[config.mk]
export PLATFORM = sky130hd
export DESIGN_NAME = sg_reg_write_sequencer
export DESIGN_NICKNAME = d
export VERILOG_FILES = /design/src/rtl/sg_wrseq_pkg.sv /design/src/rtl/sg_cmd_fifo.sv /design/src/rtl/sg_reg_write_sequencer.sv
export SDC_FILE = /design/constraint.sdc
export NUM_CORES = 1
export LEC_CHECK = 0
export BUFFER_PORTS_ARGS = -buffer_cell sky130_fd_sc_hd__buf_4
export CAP_MARGIN = 40
export CORE_UTILIZATION = 48
export DETAILED_ROUTE_END_ITERATION = 16
export PLACE_DENSITY = 0.62
export SETUP_SLACK_MARGIN = 0.15
export SYNTH_ARGS = -nofsm -noshare
export SYNTH_HDL_FRONTEND = slang
export SYNTH_SLANG_ARGS = --single-unit
export TNS_END_PERCENT = 100
[constraint.sdc]
create_clock -name clk -period 3.25 [get_ports clk]
set_input_delay 0.325 -clock clk [delete_from_list [all_inputs] [get_ports clk]]
set_output_delay 0.325 -clock clk [all_outputs]
set_load 0.02 [all_outputs]
[src/rtl/sg_wrseq_pkg.sv]
`default_nettype none
// ============================================================================
// Module      : sg_wrseq_pkg
// Description : Shared types and constants for the signal-generator register
//               write sequencer: bus widths, FSM state encoding, generator
//               register map and the queued command record.
// Revision    : 1.0 - initial release
// ============================================================================
package sg_wrseq_pkg;

  localparam int ADDR_W = 3;
  localparam int DATA_W = 5;

  // Sequencer states; explicit 2-bit encoding
  typedef enum logic [1:0] {
    IDLE   = 2'd0,
    SETUP  = 2'd1,
    STROBE = 2'd2,
    GAP    = 2'd3
  } state_t;

  // Signal-generator register map
  localparam logic [ADDR_W-1:0] c_REG_CTRL      = 3'd0;
  localparam logic [ADDR_W-1:0] c_REG_WAVEFORM  = 3'd1;
  localparam logic [ADDR_W-1:0] c_REG_FREQ_LO   = 3'd2;
  localparam logic [ADDR_W-1:0] c_REG_FREQ_HI   = 3'd3;
  localparam logic [ADDR_W-1:0] c_REG_AMPLITUDE = 3'd4;
  localparam logic [ADDR_W-1:0] c_REG_OFFSET    = 3'd5;
  localparam logic [ADDR_W-1:0] c_REG_PHASE     = 3'd6;
  localparam logic [ADDR_W-1:0] c_REG_DUTY      = 3'd7;

  // One queued register write
  typedef struct packed {
    logic [ADDR_W-1:0] addr;
    logic [DATA_W-1:0] data;
  } cmd_t;

  // Largest of three cycle counts, used to size the shared down-counter
  function automatic int max3(input int a, input int b, input int c);
    int m;
    m = (a > b) ? a : b;
    return (m > c) ? m : c;
  endfunction

endpackage
`default_nettype wire

[src/rtl/sg_cmd_fifo.sv]
`default_nettype none
// ============================================================================
// Module      : sg_cmd_fifo
// Description : Synchronous show-ahead FIFO of cmd_t. The head entry is always
//               visible on dout; a push while full is dropped even if a pop
//               happens in the same cycle.
// Revision    : 1.0 - initial release
// ============================================================================
module sg_cmd_fifo
  import sg_wrseq_pkg::*;
#(
  parameter int DEPTH = 4
) (
  input  logic clk,
  input  logic rst,
  input  logic push,
  input  logic pop,
  input  cmd_t din,
  output cmd_t dout,
  output logic full,
  output logic empty
);

  localparam int PTR_W = $clog2(DEPTH);
  localparam int CNT_W = PTR_W + 1;

  cmd_t             r_mem [DEPTH];
  logic [PTR_W-1:0] r_wr_ptr;
  logic [PTR_W-1:0] r_rd_ptr;
  logic [CNT_W-1:0] r_count;
  logic             w_do_push;
  logic             w_do_pop;

  assign full      = (r_count == CNT_W'(DEPTH));
  assign empty     = (r_count == '0);
  assign w_do_push = push && !full;
  assign w_do_pop  = pop && !empty;
  assign dout      = r_mem[r_rd_ptr];

  // Storage array; contents are don't-care until written, so no reset
  always_ff @(posedge clk) begin
    if (w_do_push) r_mem[r_wr_ptr] <= din;
  end

  // Pointers wrap naturally (power-of-two depth); count tracks occupancy
  always_ff @(posedge clk) begin
    if (rst) begin
      r_wr_ptr <= '0;
      r_rd_ptr <= '0;
      r_count  <= '0;
    end else begin
      if (w_do_push) r_wr_ptr <= r_wr_ptr + PTR_W'(1);
      if (w_do_pop)  r_rd_ptr <= r_rd_ptr + PTR_W'(1);
      case ({w_do_push, w_do_pop})
        2'b10:   r_count <= r_count + CNT_W'(1);
        2'b01:   r_count <= r_count - CNT_W'(1);
        default: r_count <= r_count;
      endcase
    end
  end

endmodule
`default_nettype wire

[src/rtl/sg_reg_write_sequencer.sv]
`default_nettype none
// ============================================================================
// Module      : sg_reg_write_sequencer
// Description : Queues register-write commands and replays each one to the
//               signal generator as setup / stretched strobe / gap, so the
//               generator's slow scaled clock samples the strobe reliably.
//               Optional feature macro: SGWR_SHADOW_EN (8x5 shadow copy of
//               every register written, readable via shadow_addr/shadow_data).
// Revision    : 1.0 - initial release
// ============================================================================
module sg_reg_write_sequencer
  import sg_wrseq_pkg::*;
#(
  parameter int FIFO_DEPTH    = 4,
  parameter int SETUP_CYCLES  = 2,
  parameter int STROBE_CYCLES = 128,
  parameter int GAP_CYCLES    = 128
) (
  input  logic              clk,
  input  logic              rst,
  input  logic              cmd_valid,
  output logic              cmd_ready,
  input  logic [ADDR_W-1:0] cmd_addr,
  input  logic [DATA_W-1:0] cmd_data,
  output logic              write_strobe,
  output logic [ADDR_W-1:0] address,
  output logic [DATA_W-1:0] data,
  output logic              busy
`ifdef SGWR_SHADOW_EN
  ,
  input  logic [ADDR_W-1:0] shadow_addr,
  output logic [DATA_W-1:0] shadow_data
`endif
);

  localparam int c_MAX_CYC = max3(SETUP_CYCLES, STROBE_CYCLES, GAP_CYCLES);
  localparam int CNT_W     = (c_MAX_CYC > 1) ? $clog2(c_MAX_CYC) : 1;

  localparam logic [CNT_W-1:0] c_SETUP_LD  = CNT_W'(SETUP_CYCLES - 1);
  localparam logic [CNT_W-1:0] c_STROBE_LD = CNT_W'(STROBE_CYCLES - 1);
  localparam logic [CNT_W-1:0] c_GAP_LD    = CNT_W'(GAP_CYCLES - 1);

  state_t           r_state;
  logic [CNT_W-1:0] r_cnt;
  cmd_t             w_head;
  cmd_t             w_cmd_in;
  logic             w_full;
  logic             w_empty;
  logic             w_pop;
  logic             w_cnt_done;

  assign cmd_ready  = !w_full;
  assign w_pop      = (r_state == IDLE) && !w_empty;
  assign w_cnt_done = (r_cnt == '0);
  assign w_cmd_in   = '{addr: cmd_addr, data: cmd_data};

  sg_cmd_fifo #(
    .DEPTH (FIFO_DEPTH)
  ) u_fifo (
    .clk   (clk),
    .rst   (rst),
    .push  (cmd_valid && cmd_ready),
    .pop   (w_pop),
    .din   (w_cmd_in),
    .dout  (w_head),
    .full  (w_full),
    .empty (w_empty)
  );

  // Sequencer FSM: pops a command in IDLE, then walks setup/strobe/gap using
  // one shared down-counter loaded with N-1 on each state entry
  always_ff @(posedge clk) begin
    if (rst) begin
      r_state      <= IDLE;
      r_cnt        <= '0;
      write_strobe <= 1'b0;
      address      <= '0;
      data         <= '0;
      busy         <= 1'b0;
    end else begin
      busy <= (r_state != IDLE) || !w_empty;
      case (r_state)
        IDLE: begin
          if (!w_empty) begin
            address <= w_head.addr;
            data    <= w_head.data;
            r_cnt   <= c_SETUP_LD;
            r_state <= SETUP;
          end
        end
        SETUP: begin
          if (w_cnt_done) begin
            write_strobe <= 1'b1;
            r_cnt        <= c_STROBE_LD;
            r_state      <= STROBE;
          end else begin
            r_cnt <= r_cnt - CNT_W'(1);
          end
        end
        STROBE: begin
          if (w_cnt_done) begin
            write_strobe <= 1'b0;
            r_cnt        <= c_GAP_LD;
            r_state      <= GAP;
          end else begin
            r_cnt <= r_cnt - CNT_W'(1);
          end
        end
        GAP: begin
          if (w_cnt_done) r_state <= IDLE;
          else            r_cnt   <= r_cnt - CNT_W'(1);
        end
        default: r_state <= IDLE;
      endcase
    end
  end

`ifdef SGWR_SHADOW_EN
  logic [DATA_W-1:0] r_shadow [8];

  // Shadow copy captures the write as the strobe falls (STROBE -> GAP)
  always_ff @(posedge clk) begin
    if (rst) begin
      for (int i = 0; i < 8; i++) r_shadow[i] <= '0;
    end else if ((r_state == STROBE) && w_cnt_done) begin
      r_shadow[address] <= data;
    end
  end

  assign shadow_data = r_shadow[shadow_addr];
`endif

endmodule
`default_nettype wire

* Word-level counts from Yosys, hierarchy flattened
Memory sizes are Yosys's and may differ from the RTL's. A register that Yosys moved wholly into a read port is not among the register bits.
Index checks and enable logic that the tools add are counted.
** Operators by class
- $add $sub $neg :: 5
- Equal/unequal tests :: 11
- Mux-type cells :: 15
- Bitwise gates (word level) :: 1
- Reduce and logical (&&, ||, !) cells :: 18
** Operator list (count)
- 7-bit 2-to-1 mux :: 3
- 7-bit one-hot mux with 3 select lines :: 1
- 2-bit != test, second input constant :: 5
- 2-bit 2-to-1 mux :: 4
- 2-bit one-hot mux with 4 select lines :: 1
- 7-bit zero test :: 1
- 7-bit by 1-bit subtractor with 7-bit output, second input constant :: 1
- 2-bit equality test, second input constant :: 3
- 3-bit one-hot mux with 2 select lines :: 1
- 2-bit nonzero test :: 3
- 2-bit by 1-bit adder with 2-bit output, second input constant :: 2
- 2-bit by 1-bit equality test with 1-bit output, second input constant :: 2
- 1-bit logical AND :: 4
- 1-bit 2-to-1 mux :: 4
- 2-bit AND reduction :: 2
- 4-bit AND reduction :: 1
- 3-bit by 1-bit adder with 3-bit output, second input constant :: 1
- 3-bit equality test, second input constant :: 1
- 3-bit zero test :: 1
- 3-bit AND reduction :: 1
- 3-bit by 1-bit subtractor with 3-bit output, second input constant :: 1
- 1-bit zero test :: 2
- 2-bit zero test :: 1
- 1-bit one-hot mux with 2 select lines :: 1
- 3 further kinds :: 3
** Storage, ports and cells
- Register bits :: 18
- RAM bits :: 32
- Output and inout bits :: 11
- Memories :: 1
** Memories
- u_fifo.r_mem :: depth 4, width 8, rd ports 1, clocked after memory_dff 1, write ports 1, RTL line sg_cmd_fifo.sv:27 : cmd_t r_mem [DEPTH];

* Depth between registers and ports, before layout
Gate-level depths: netlist of the first run.
- Word-level depth :: 6
- Gate-level depth with buffers :: 11

* Modules after synthesis
Synthesis of the first run repeated with hierarchy kept, for this count alone.
** Second synthesis, totals
- Cell total of the unflattened synthesis :: 218
- Area total of the unflattened synthesis :: 2643.8 um2
** Modules (own cells, without submodules)
- sg_cmd_fifo :: instances 1, cells an instance 96, area an instance 1635.3 um2, seq. area each 1141.1 um2
- sg_reg_write_sequencer :: instances 1, cells an instance 122, area an instance 1008.5 um2, seq. area each 380.4 um2

* Worst setup path after synthesis of the first run
OpenSTA, ideal clock, no wires.
- Path type :: register -> register
- Start point :: register u_fifo.r_count[2]
- End point :: register u_fifo.r_count[2]
- Library setup time :: 0.070 ns
- Arrival :: 2.349 ns
- Setup slack :: 0.830 ns
- Stages on the path, launching flop included :: 10
- Buffers on the path :: 0
- Path through :: dfxtp_1 or3b_1 and2_1 inv_2 ha_1 inv_1 fa_1 xor2_1 or3_1 a21oi_1
** On the way
- Longest elaborated chain between the ends :: 6
** RTL lines
- start: declaration :: RTL line sg_cmd_fifo.sv:30 : logic [CNT_W-1:0] r_count;
- start signal: assignment :: RTL line sg_cmd_fifo.sv:55 : 2'b10: r_count <= r_count + CNT_W'(1);
- start signal: assignment :: RTL line sg_cmd_fifo.sv:56 : 2'b01: r_count <= r_count - CNT_W'(1);
- start signal: assignment :: RTL line sg_cmd_fifo.sv:57 : default: r_count <= r_count;
- 3-bit equality test (*) :: RTL line sg_cmd_fifo.sv:34 : assign full = (r_count == CNT_W'(DEPTH));
- 1-bit zero test (*) :: RTL line sg_reg_write_sequencer.sv:52 : assign cmd_ready = !w_full;
- via cmd_ready :: RTL line sg_reg_write_sequencer.sv:22 : output logic cmd_ready,
- 1-bit logical AND :: RTL line sg_reg_write_sequencer.sv:62 : .push (cmd_valid && cmd_ready),
- 1-bit logical AND (*) :: RTL line sg_cmd_fifo.sv:36 : assign w_do_push = push && !full;
- 2-bit by 1-bit equality test with 1-bit output / 2-bit equality test (equally long branches) :: RTL line sg_cmd_fifo.sv:54 : case ({w_do_push, w_do_pop})
- 3-bit one-hot mux with 2 select lines / 2-bit nonzero test (equally long branches)
The timed path passes the listed nets; every way through them passes the cells marked *.
A chain may end at the register's enable or synchronous reset.

* Worst setup path after layout of the first run
- Start point :: register u_fifo.r_count[2]
- End point :: register u_fifo.r_count[2]
** On the way
- Longest elaborated chain between the ends :: 6
** RTL lines (RTL line)
- 3-bit equality test / 3-bit zero test (equally long branches) :: sg_cmd_fifo.sv:34, sg_cmd_fifo.sv:35
- 1-bit zero test (on tied branches)
- 1-bit logical AND (on tied branches) :: sg_reg_write_sequencer.sv:62, sg_reg_write_sequencer.sv:53
- 1-bit logical AND (on tied branches) :: sg_cmd_fifo.sv:36, sg_cmd_fifo.sv:37
- 2-bit by 1-bit equality test with 1-bit output / 2-bit equality test (equally long branches) :: sg_cmd_fifo.sv:54
- 3-bit one-hot mux with 2 select lines / 2-bit nonzero test (equally long branches)
Parallel ways exist; a longest one is shown, timed or not.

==> impl_metrics.ini, run 1 <==
[run_status]
outcome = finished clean

[timing]
drv_slew = 0
slew_headroom_pct = 58.3
rsz0062_at_grt = false
finClkSkew_ns = 0.0123
tightest_slew_ns = 0.625
max_freq_ghz = 0.402
setup_tns_ns = 0
hold_slack_ns = 0.186
layout_min_cycle_time_ns = 2.49
fin_crit_sh_pct = 76.5
finalHoldViolations = 0
setup_violations = 0

[detailed_routing]
antenna_left = 0
drc = 0
vias_per_cell = 5.31
wirelength_um = 4540
dr.pass1.iters = 4
vias = 1635
wl_per_cell_um = 14.7
drt_iter0_drc = 41

[floorplanning]
die-area_mm2 = 0.00566
start_util_pct = 50.1
rows = 26
die_height_um = 75.3
io_pins = 22
die_x_um = 75.3
core_area_mm2 = 0.00514

[worst_hold_path]
hold_path.class = input port to flip-flop
min_from = cmd_addr[0]

[global_routing]
track_usage_pct = 19.3
grt_pass1_vias = 1681
antenna_found_initial = 0
grt_overflow_total = 0
grt_max_degree = 27
grt_pass1_wl_um = 7710

[worst_setup_path]
worstReg2RegStart = u_fifo.r_count[2]$_SDFFE_PP0P_
worstPathArrival_ns = 2.76
crit_fanout = 6
worst-setup-path-type = flip-flop to flip-flop
end_kind = flip-flop
cp.required_ns = 3.53
crit_start = u_fifo.r_count[2]$_SDFFE_PP0P_
start_kind = flip-flop

[layout]
fin_area_mm2 = 0.00301
area_growth_syn_to_layout_pct = 16.9
final_nets = 257
num_antenna_cells = 0
final_common_cell = edfxtp_1
layout.cells.most_common_list = 32 x edfxtp_1, 26 x dfxtp_1, 22 x nand2_1, 22 x buf_4, 18 x a21oi_1
nFillCells = 427
layout-drive-gt1-share_pct = 23.5

[clock_network]
htree_levels = 3
clock_latency_ns = 0.34
cts_made_buffers = 9
clk_path_buf_depth = 2
cts_sinks = 58
cts_setup_buffers = 0
cts_tree = yes
cts_hold_buf = 0
path_clk_slew_ns = 0.07
clockRootBuffer = clkbuf_8
cts_resized = 0

[pwr]
power.density_mw_per_mm2 = 940
p_leak_nw = 1.12
ir_drop_mv = 0.427

[placed_design]
dpl_cell_area_mm2 = 0.00279
dp_hpwl_um = 3200
port_buffers = 21
place_congestion = 0.804

[synthesis]
syn_inst = 206
yosys_warnings = 0
seq_area_frac_synth_pct = 57.5
syn_nets = 230
synth_edf_count = 32
yosys_most_used_dff = edfxtp_1
synth_area_leader_cell = edfxtp_1
netlist_area_mm2 = 0.00258
synth_cell_types = 48
async_flop_share_pct = 0
synth-seq-cells = 58
synthTopCellsByArea = edfxtp_1 37%, dfxtp_1 20%, mux4_2 7.0%, ha_1 5.8%, a21oi_1 3.5%
yosysTopAreaCellShare_pct = 37.3
avgSynthCellArea_um2 = 12.5

[run]
drv_cap = 0
## worst max-delay path, cell delays in order, from the launching register on
cell and delay, ns:
dfxtp_1 0.44, or3b_1 0.46, and2_1 0.24, inv_2 0.07
ha_1 0.17, inv_1 0.06, fa_1 0.37, xor2_1 0.16
or3_1 0.30, a21oi_1 0.14
## final timing paths
path / endpoint / slack, ns / depth (start not counted)
worst max register to register: u_fifo.r_count[2]$_SDFFE_PP0P_ / 0.76 / 9
worst max-delay path: u_fifo.r_count[2]$_SDFFE_PP0P_ / 0.76 / 9
worst min-delay path: u_fifo.r_mem[2][5]$_DFFE_PP_ / 0.19 / 1
worst min register to register: address[0]$_SDFFE_PP0P_ / 0.47 / 2
## through the flow
stage	setup WS, ns	total power, mW	instances	utilization, %
3_3_place_gp	0.892	2.09	292	54.4
3_5_place_dp	0.781	2.13	292	54.4
2_1_floorplan	0.830	1.84	206	-
5_1_grt	0.656	3.04	308	58.6
4_1_cts	0.767	2.86	308	58.6
6_report	0.765	2.83	308	58.6
## logic make-up after synthesis
logic type,after synthesis,share of synthesized area (%)
AND/OR/NAND/NOR,62,13.3
flip-flops,58,57.5
AO/OA/AOI/OAI,39,10.3
buffers and inverters,21,3.55
adder cells (fa/ha/maj),13,6.61
multiplexers,8,6.99
XOR/XNOR,5,1.70
## flip-flops by register name (all words and copies together), names as in the netlist
| name | flops |
|---|---|
| u_fifo.r_rd_ptr | 2 |
| data | 5 |
| busy | 1 |
| r_state | 2 |
| r_cnt | 7 |
| u_fifo.r_mem | 32 |
| address | 3 |
| write_strobe | 1 |
| u_fifo.r_wr_ptr | 2 |
| u_fifo.r_count | 3 |
## routing by layer
metal / wire length (µm) / track usage, % / up-vias / share of wire [%]
met3: 148 / 4.95 / 11 / 3.3
met4: 119 / 13.4 / 0 / 2.6
li1: - / - / 804 / -
met1: 1930 / 21.5 / 790 / 43
met5: 0 / 0 / - / 0
met2: 2330 / 32.3 / 30 / 51
## where the power goes
group / switching (mW) / leakage [nW] / internal, mW
logic: 0.576 / 0.503 / 0.462
registers: 0.140 / 0.507 / 0.931
clock network: 0.294 / 0.105 / 0.429
## cell usage after synthesis, types with 2 or more instances
library cell  instances
nand2_1              22
and3_1                4
a21oi_1              18
and2_1                3
clkbuf_1              2
inv_2                 2
buf_2                 2
nand3b_1              2
nor2_1               13
or3_1                 2
edfxtp_1             32
inv_1                13
o21ai_0               5
mux4_2                8
nand3_1               5
xor2_1                3
ha_1                 12
xnor2_1               2
o31ai_1               2
dfxtp_1              26
## layout make-up
class / instances / area (µm²) / share of cell area (%)
Sequential cell: 58 / 1480 / 49.2
Multi-Input combinational cell: 127 / 1000 / 33.3
Timing Repair Buffer: 22 / 165 / 5.48
Clock buffer: 9 / 124 / 4.11
Clock inverter: 7 / 93.8 / 3.12
Tap cell: 70 / 87.6 / 2.91
Inverter: 15 / 56.3 / 1.87
Note: power is estimated with default switching activity, not from simulation.
==> inputs of run 2 (changes only) <==
--- a/config.mk
+++ b/config.mk
@@ -9,7 +9,7 @@
 export CAP_MARGIN = 40
 export CORE_UTILIZATION = 48
 export DETAILED_ROUTE_END_ITERATION = 16
-export PLACE_DENSITY = 0.62
+export PLACE_DENSITY = 0.65
 export SETUP_SLACK_MARGIN = 0.15
 export SYNTH_ARGS = -nofsm -noshare
 export SYNTH_HDL_FRONTEND = slang
==> constraint.sdc (replaced) <==
create_clock -name clk -period 2.1 [get_ports clk]
set_input_delay 0.21 -clock clk [delete_from_list [all_inputs] [get_ports clk]]
set_output_delay 0.21 -clock clk [all_outputs]
set_load 0.02 [all_outputs]
==> impl_metrics.ini, run 2 (synthesis results as in run 1) <==
[run_status]
outcome = finished clean

[layout]
finish.utilization_pct = 59.9
area_growth_syn_to_layout_pct = 19.5
top_register = u_fifo.r_mem
largest_reg_flops = 32
layout-drive-gt1-share_pct = 28.2
layout.cells.most_common_list = 32 x edfxtp_1, 29 x buf_4, 23 x dfxtp_1
final_common_cell = edfxtp_1
final_nets = 264
nFillCells = 449
num_antenna_cells = 0
reg_top3 = u_fifo.r_mem: 32 flops, r_cnt: 7 flops, data: 5 flops

[floorplanning]
rows = 26
start_util_pct = 50.1
core_area_mm2 = 0.00514
die_x_um = 75.3
io_pins = 22
die_height_um = 75.3
die-area_mm2 = 0.00566

[pwr]
p_leak_nw = 1.15
power.internal_mw = 2.90
power.switching_mw = 1.56
p_seq_share_pct = 36.1
power.density_mw_per_mm2 = 1450
clkPwrFrac_pct = 22.8
p_sw_share_pct = 35.0
ir_drop_mv = 0.605
power.total_mw = 4.46
power_frac_comb_pct = 41.1

[clock_network]
cts_made_buffers = 9
cts_sinks = 58
clockRootBuffer = clkbuf_8
clk_path_buf_depth = 2
htree_levels = 3
cts_setup_buffers = 0
cts_tree = yes
path_clk_slew_ns = 0.06
clock_latency_ns = 0.33

[worst_setup_path]
worstPathArrival_ns = 2.35
worstReg2RegStart = u_fifo.r_count[2]$_SDFFE_PP0P_
cp.required_ns = 2.36
end_kind = flip-flop
r2r_end = u_fifo.r_count[2]$_SDFFE_PP0P_
reg2reg_slack_ns = 0.02
r2r_cells = 9
crit_fanout = 3
start_kind = flip-flop
worst-setup-path-type = flip-flop to flip-flop

[placed_design]
port_buffers = 21
dp_hpwl_um = 3080
place_congestion = 0.764

[worst_hold_path]
min_from = cmd_addr[1]
hold_depth = 1
hold_path.class = input port to flip-flop
worstHoldEndpoint = u_fifo.r_mem[3][6]$_DFFE_PP_

[detailed_routing]
wl_met3_um = 145
wirelength_um = 4580
vias = 1662
vias_per_cell = 5.28
drc = 0
wl_per_cell_um = 14.5
highest_layer = met4
drt_iter0_drc = 75
dr.pass1.iters = 5
wl_met1_um = 2110
antenna_left = 0
route.met2.wl_um = 2230

[global_routing]
grt_overflow_total = 0
grt_pass1_vias = 1553
antenna_found_initial = 0
track_usage_pct = 19.2
grt_max_degree = 27
grt_pass1_wl_um = 7500

[timing]
finalHoldViolations = 0
tightest_slew_ns = 0.495
slew_headroom_pct = 66.9
setup_tns_ns = 0
drv_slew = 0
rsz0062_at_grt = true
fin_crit_sh_pct = 99.3
max_freq_ghz = 0.480
finClkSkew_ns = 0.00514
setup_violations = 0
layout_min_cycle_time_ns = 2.08

[run]
drv_cap = 0
[run 2: metrics by stage]
step	std cells	setup slack (ns)	hold slack, ns	instance area (µm²)
2_1_floorplan	206	-0.0183	0.309	2610
3_3_place_gp	299	0.0672	0.413	2880
3_5_place_dp	299	0.0248	0.415	2880
4_1_cts	315	0.00703	0.0601	3070
5_1_grt	315	-0.0878	0.0629	3080
6_report	315	0.0154	0.0763	3080
[run 2: worst max path at each step]
stage                                           to  slack [ns]                            from  depth (start not counted)
global route        u_fifo.r_count[2]$_SDFFE_PP0P_       -0.09  u_fifo.r_count[2]$_SDFFE_PP0P_                          9
CTS                 u_fifo.r_count[2]$_SDFFE_PP0P_       0.007  u_fifo.r_count[2]$_SDFFE_PP0P_                          9
detailed placement  u_fifo.r_count[2]$_SDFFE_PP0P_        0.02  u_fifo.r_count[2]$_SDFFE_PP0P_                          9
floorplan           u_fifo.r_count[2]$_SDFFE_PP0P_       -0.02  u_fifo.r_count[2]$_SDFFE_PP0P_                          9
finish              u_fifo.r_count[2]$_SDFFE_PP0P_        0.02  u_fifo.r_count[2]$_SDFFE_PP0P_                          9
global placement    u_fifo.r_count[2]$_SDFFE_PP0P_        0.07  u_fifo.r_count[1]$_SDFFE_PP0P_                          9
[run 2: final cells by class]
type,count,area (µm²),area share [%]
Clock inverter,3,37.5,1.22
Sequential cell,58,1490,48.3
Clock buffer,13,159,5.16
Timing Repair Buffer,29,218,7.07
Inverter,15,58.8,1.91
Multi-Input combinational cell,127,1030,33.5
Tap cell,70,87.6,2.85
[run 2: layer usage]
layer	GRT usage, %	vias to the layer above
li1	-	821
met1	23.5	798
met2	30.5	31
met3	5.22	12
met4	11.7	0
met5	0	-
[run 2: worst max-delay path: stages, from the launching register on]
cell and delay, ns:
dfxtp_4 0.34, or3b_4 0.37, and2_4 0.17, inv_4 0.06, ha_4 0.13, inv_2 0.04, fa_2 0.33, xor2_1 0.15
or3_1 0.32, a21oi_2 0.11
[run 2: power by group through the flow]
stage	Clock, mW	Sequential, mW	Combinational [mW]
after detailed placement	0	1.63	1.81
after floorplan	0	1.71	1.20
after CTS	1.05	1.61	1.82
after global routing	1.11	1.64	2.01
final	1.02	1.61	1.83
after global placement	0	1.63	1.80
[run 2: repair_timing]
action / in CTS / in global routing
pin swaps: 0 / 0
endpoints found under the setup margin: 1 / 2
resized for setup: 0 / 2
hold buffers: 0 / 0
hold endpoints to repair: 0 / 0
==> inputs of run 3 (changes only) <==
--- a/config.mk
+++ b/config.mk
@@ -9,7 +9,7 @@
 export CAP_MARGIN = 40
 export CORE_UTILIZATION = 48
 export DETAILED_ROUTE_END_ITERATION = 16
-export PLACE_DENSITY = 0.65
+export PLACE_DENSITY = 0.62
 export SETUP_SLACK_MARGIN = 0.15
 export SYNTH_ARGS = -nofsm -noshare
 export SYNTH_HDL_FRONTEND = slang
==> constraint.sdc (replaced) <==
create_clock -name clk -period 2.5 [get_ports clk]
set_input_delay 0.25 -clock clk [delete_from_list [all_inputs] [get_ports clk]]
set_output_delay 0.25 -clock clk [all_outputs]
set_load 0.02 [all_outputs]
==> impl_metrics.ini, run 3 (synthesis results as in run 1) <==
[run_status]
outcome = finished clean

[worst_setup_path]
worstPathArrival_ns = 2.50
r2r_cells = 9
worstReg2RegStart = u_fifo.r_count[1]$_SDFFE_PP0P_
end_kind = flip-flop
start_kind = flip-flop
crit_family = simple AND/OR/NAND/NOR gates
r2r_end = u_fifo.r_count[2]$_SDFFE_PP0P_
cp.required_ns = 2.75
worst-setup-path-type = flip-flop to flip-flop
crit_buf_inv = 2
reg2reg_slack_ns = 0.25
cpMaxStageDelayCell = or3b_4
crit_fanout = 6
critical-path-max-stage-delay_ns = 0.43
crit_chain = or3b_4, and2_4, inv_2, ha_4, inv_1, fa_2, xor2_1, or3_1, a21oi_1

[clock_network]
cts_sinks = 58
clock_latency_ns = 0.32
clockRootBuffer = clkbuf_8
path_clk_slew_ns = 0.07
cts_made_buffers = 9
clk_path_buf_depth = 2
cts_tree = yes
cts_setup_buffers = 0
cts_hold_buf = 0
htree_levels = 3

[placed_design]
dpl_cell_area_mm2 = 0.00283
dp_worst_setup_slack_ns = 0.133
dp_hpwl_um = 3360
place_congestion = 0.837
dp.cells = 296
port_buffers = 21

[detailed_routing]
vias = 1701
wl_per_cell_um = 16.0
drc = 0
dr.pass1.iters = 4
wirelength_um = 4990
antenna_left = 0
vias_per_cell = 5.45
drt_iter0_drc = 98

[pwr]
power.total_mw = 3.70
power.density_mw_per_mm2 = 1220
p_leak_nw = 1.13
ir_drop_mv = 0.458

[layout]
layout.cells.most_common_list = 32 x edfxtp_1, 26 x buf_4, 24 x dfxtp_1
stdcell_count = 312
finish.utilization_pct = 59.2
final_common_cell = edfxtp_1
top_register = u_fifo.r_mem
reg_top3 = u_fifo.r_mem: 32 flops, r_cnt: 7 flops, data: 5 flops
nFillCells = 440
multi_input_area_mm2 = 0.00102
final_nets = 261
fin_area_mm2 = 0.00304
largest_reg_flops = 32
seqCellArea_mm2 = 0.00149
area_growth_syn_to_layout_pct = 18.1
num_antenna_cells = 0
layout-drive-gt1-share_pct = 26.9

[timing]
finalHoldViolations = 0
drv_slew = 0
tightest_slew_ns = 0.619
setup_slack_ns = 0.251
hold_slack_ns = 0.120
setup_tns_ns = 0
finClkSkew_ns = 0.00413
max_freq_ghz = 0.445
fin_crit_sh_pct = 90.0
layout_min_cycle_time_ns = 2.25
slew_headroom_pct = 58.7
rsz0062_at_grt = false
setup_violations = 0

[worst_hold_path]
min_from = cmd_data[1]
worstHoldEndpoint = u_fifo.r_mem[3][1]$_DFFE_PP_
hold_depth = 1
hold_path.class = input port to flip-flop

[floorplanning]
rows = 26
start_util_pct = 50.1
die-area_mm2 = 0.00566
die_x_um = 75.3
die_height_um = 75.3
core_area_mm2 = 0.00514
io_pins = 22

[run]
drv_cap = 0

[global_routing]
grt_overflow_total = 0
track_usage_pct = 20.3
antenna_found_initial = 0
grt_pass1_wl_um = 8110
grt_pass1_vias = 1719
grt_max_degree = 27
[run 3: changes by cell type in the layout (fill, tap and decap cells not counted), moves of 2 or more]
cell / before / now
buf_4: 29 / 26
clkinvlp_4: 0 / 3
clkbuf_1: 2 / 0
clkbuf_8: 11 / 9
[run 3: routing by layer]
metal  wire (µm)  track usage, %
met3         205            4.15
met4          37            13.0
met2        2710            35.0
met5           0               0
met1        2030            23.0
[run 3: what timing repair did]
action                                  in CTS  in global routing
resized for setup                            1                  6
pin swaps                                    0                  2
endpoints found under the setup margin       1                  1
[run 3: worst max-delay path by stage]
stage                                              start                              to  slack [ns]  cells past startpoint
after floorplan           u_fifo.r_count[2]$_SDFFE_PP0P_  u_fifo.r_count[2]$_SDFFE_PP0P_        0.16                      9
after global placement    u_fifo.r_count[1]$_SDFFE_PP0P_  u_fifo.r_count[2]$_SDFFE_PP0P_        0.25                      9
after detailed placement  u_fifo.r_count[1]$_SDFFE_PP0P_  u_fifo.r_count[2]$_SDFFE_PP0P_        0.13                      9
after CTS                 u_fifo.r_count[1]$_SDFFE_PP0P_  u_fifo.r_count[2]$_SDFFE_PP0P_        0.16                      9
after global routing      u_fifo.r_count[1]$_SDFFE_PP0P_  u_fifo.r_count[2]$_SDFFE_PP0P_        0.18                      9
final                     u_fifo.r_count[1]$_SDFFE_PP0P_  u_fifo.r_count[2]$_SDFFE_PP0P_        0.25                      9
[run 3: cell type report]
cell class                      instances  area share [%]
Clock buffer                            9            4.07
Clock inverter                          7            2.30
Inverter                               15            1.85
Multi-Input combinational cell        127            33.6
Sequential cell                        58            48.8
Tap cell                               70            2.88
Timing Repair Buffer                   26            6.41
[run 3: power by group]
part / switching [mW] / internal (mW) / total (mW)
clock: 0.373 / 0.456 / 0.828
sequential: 0.168 / 1.21 / 1.38
combinational: 0.811 / 0.682 / 1.49
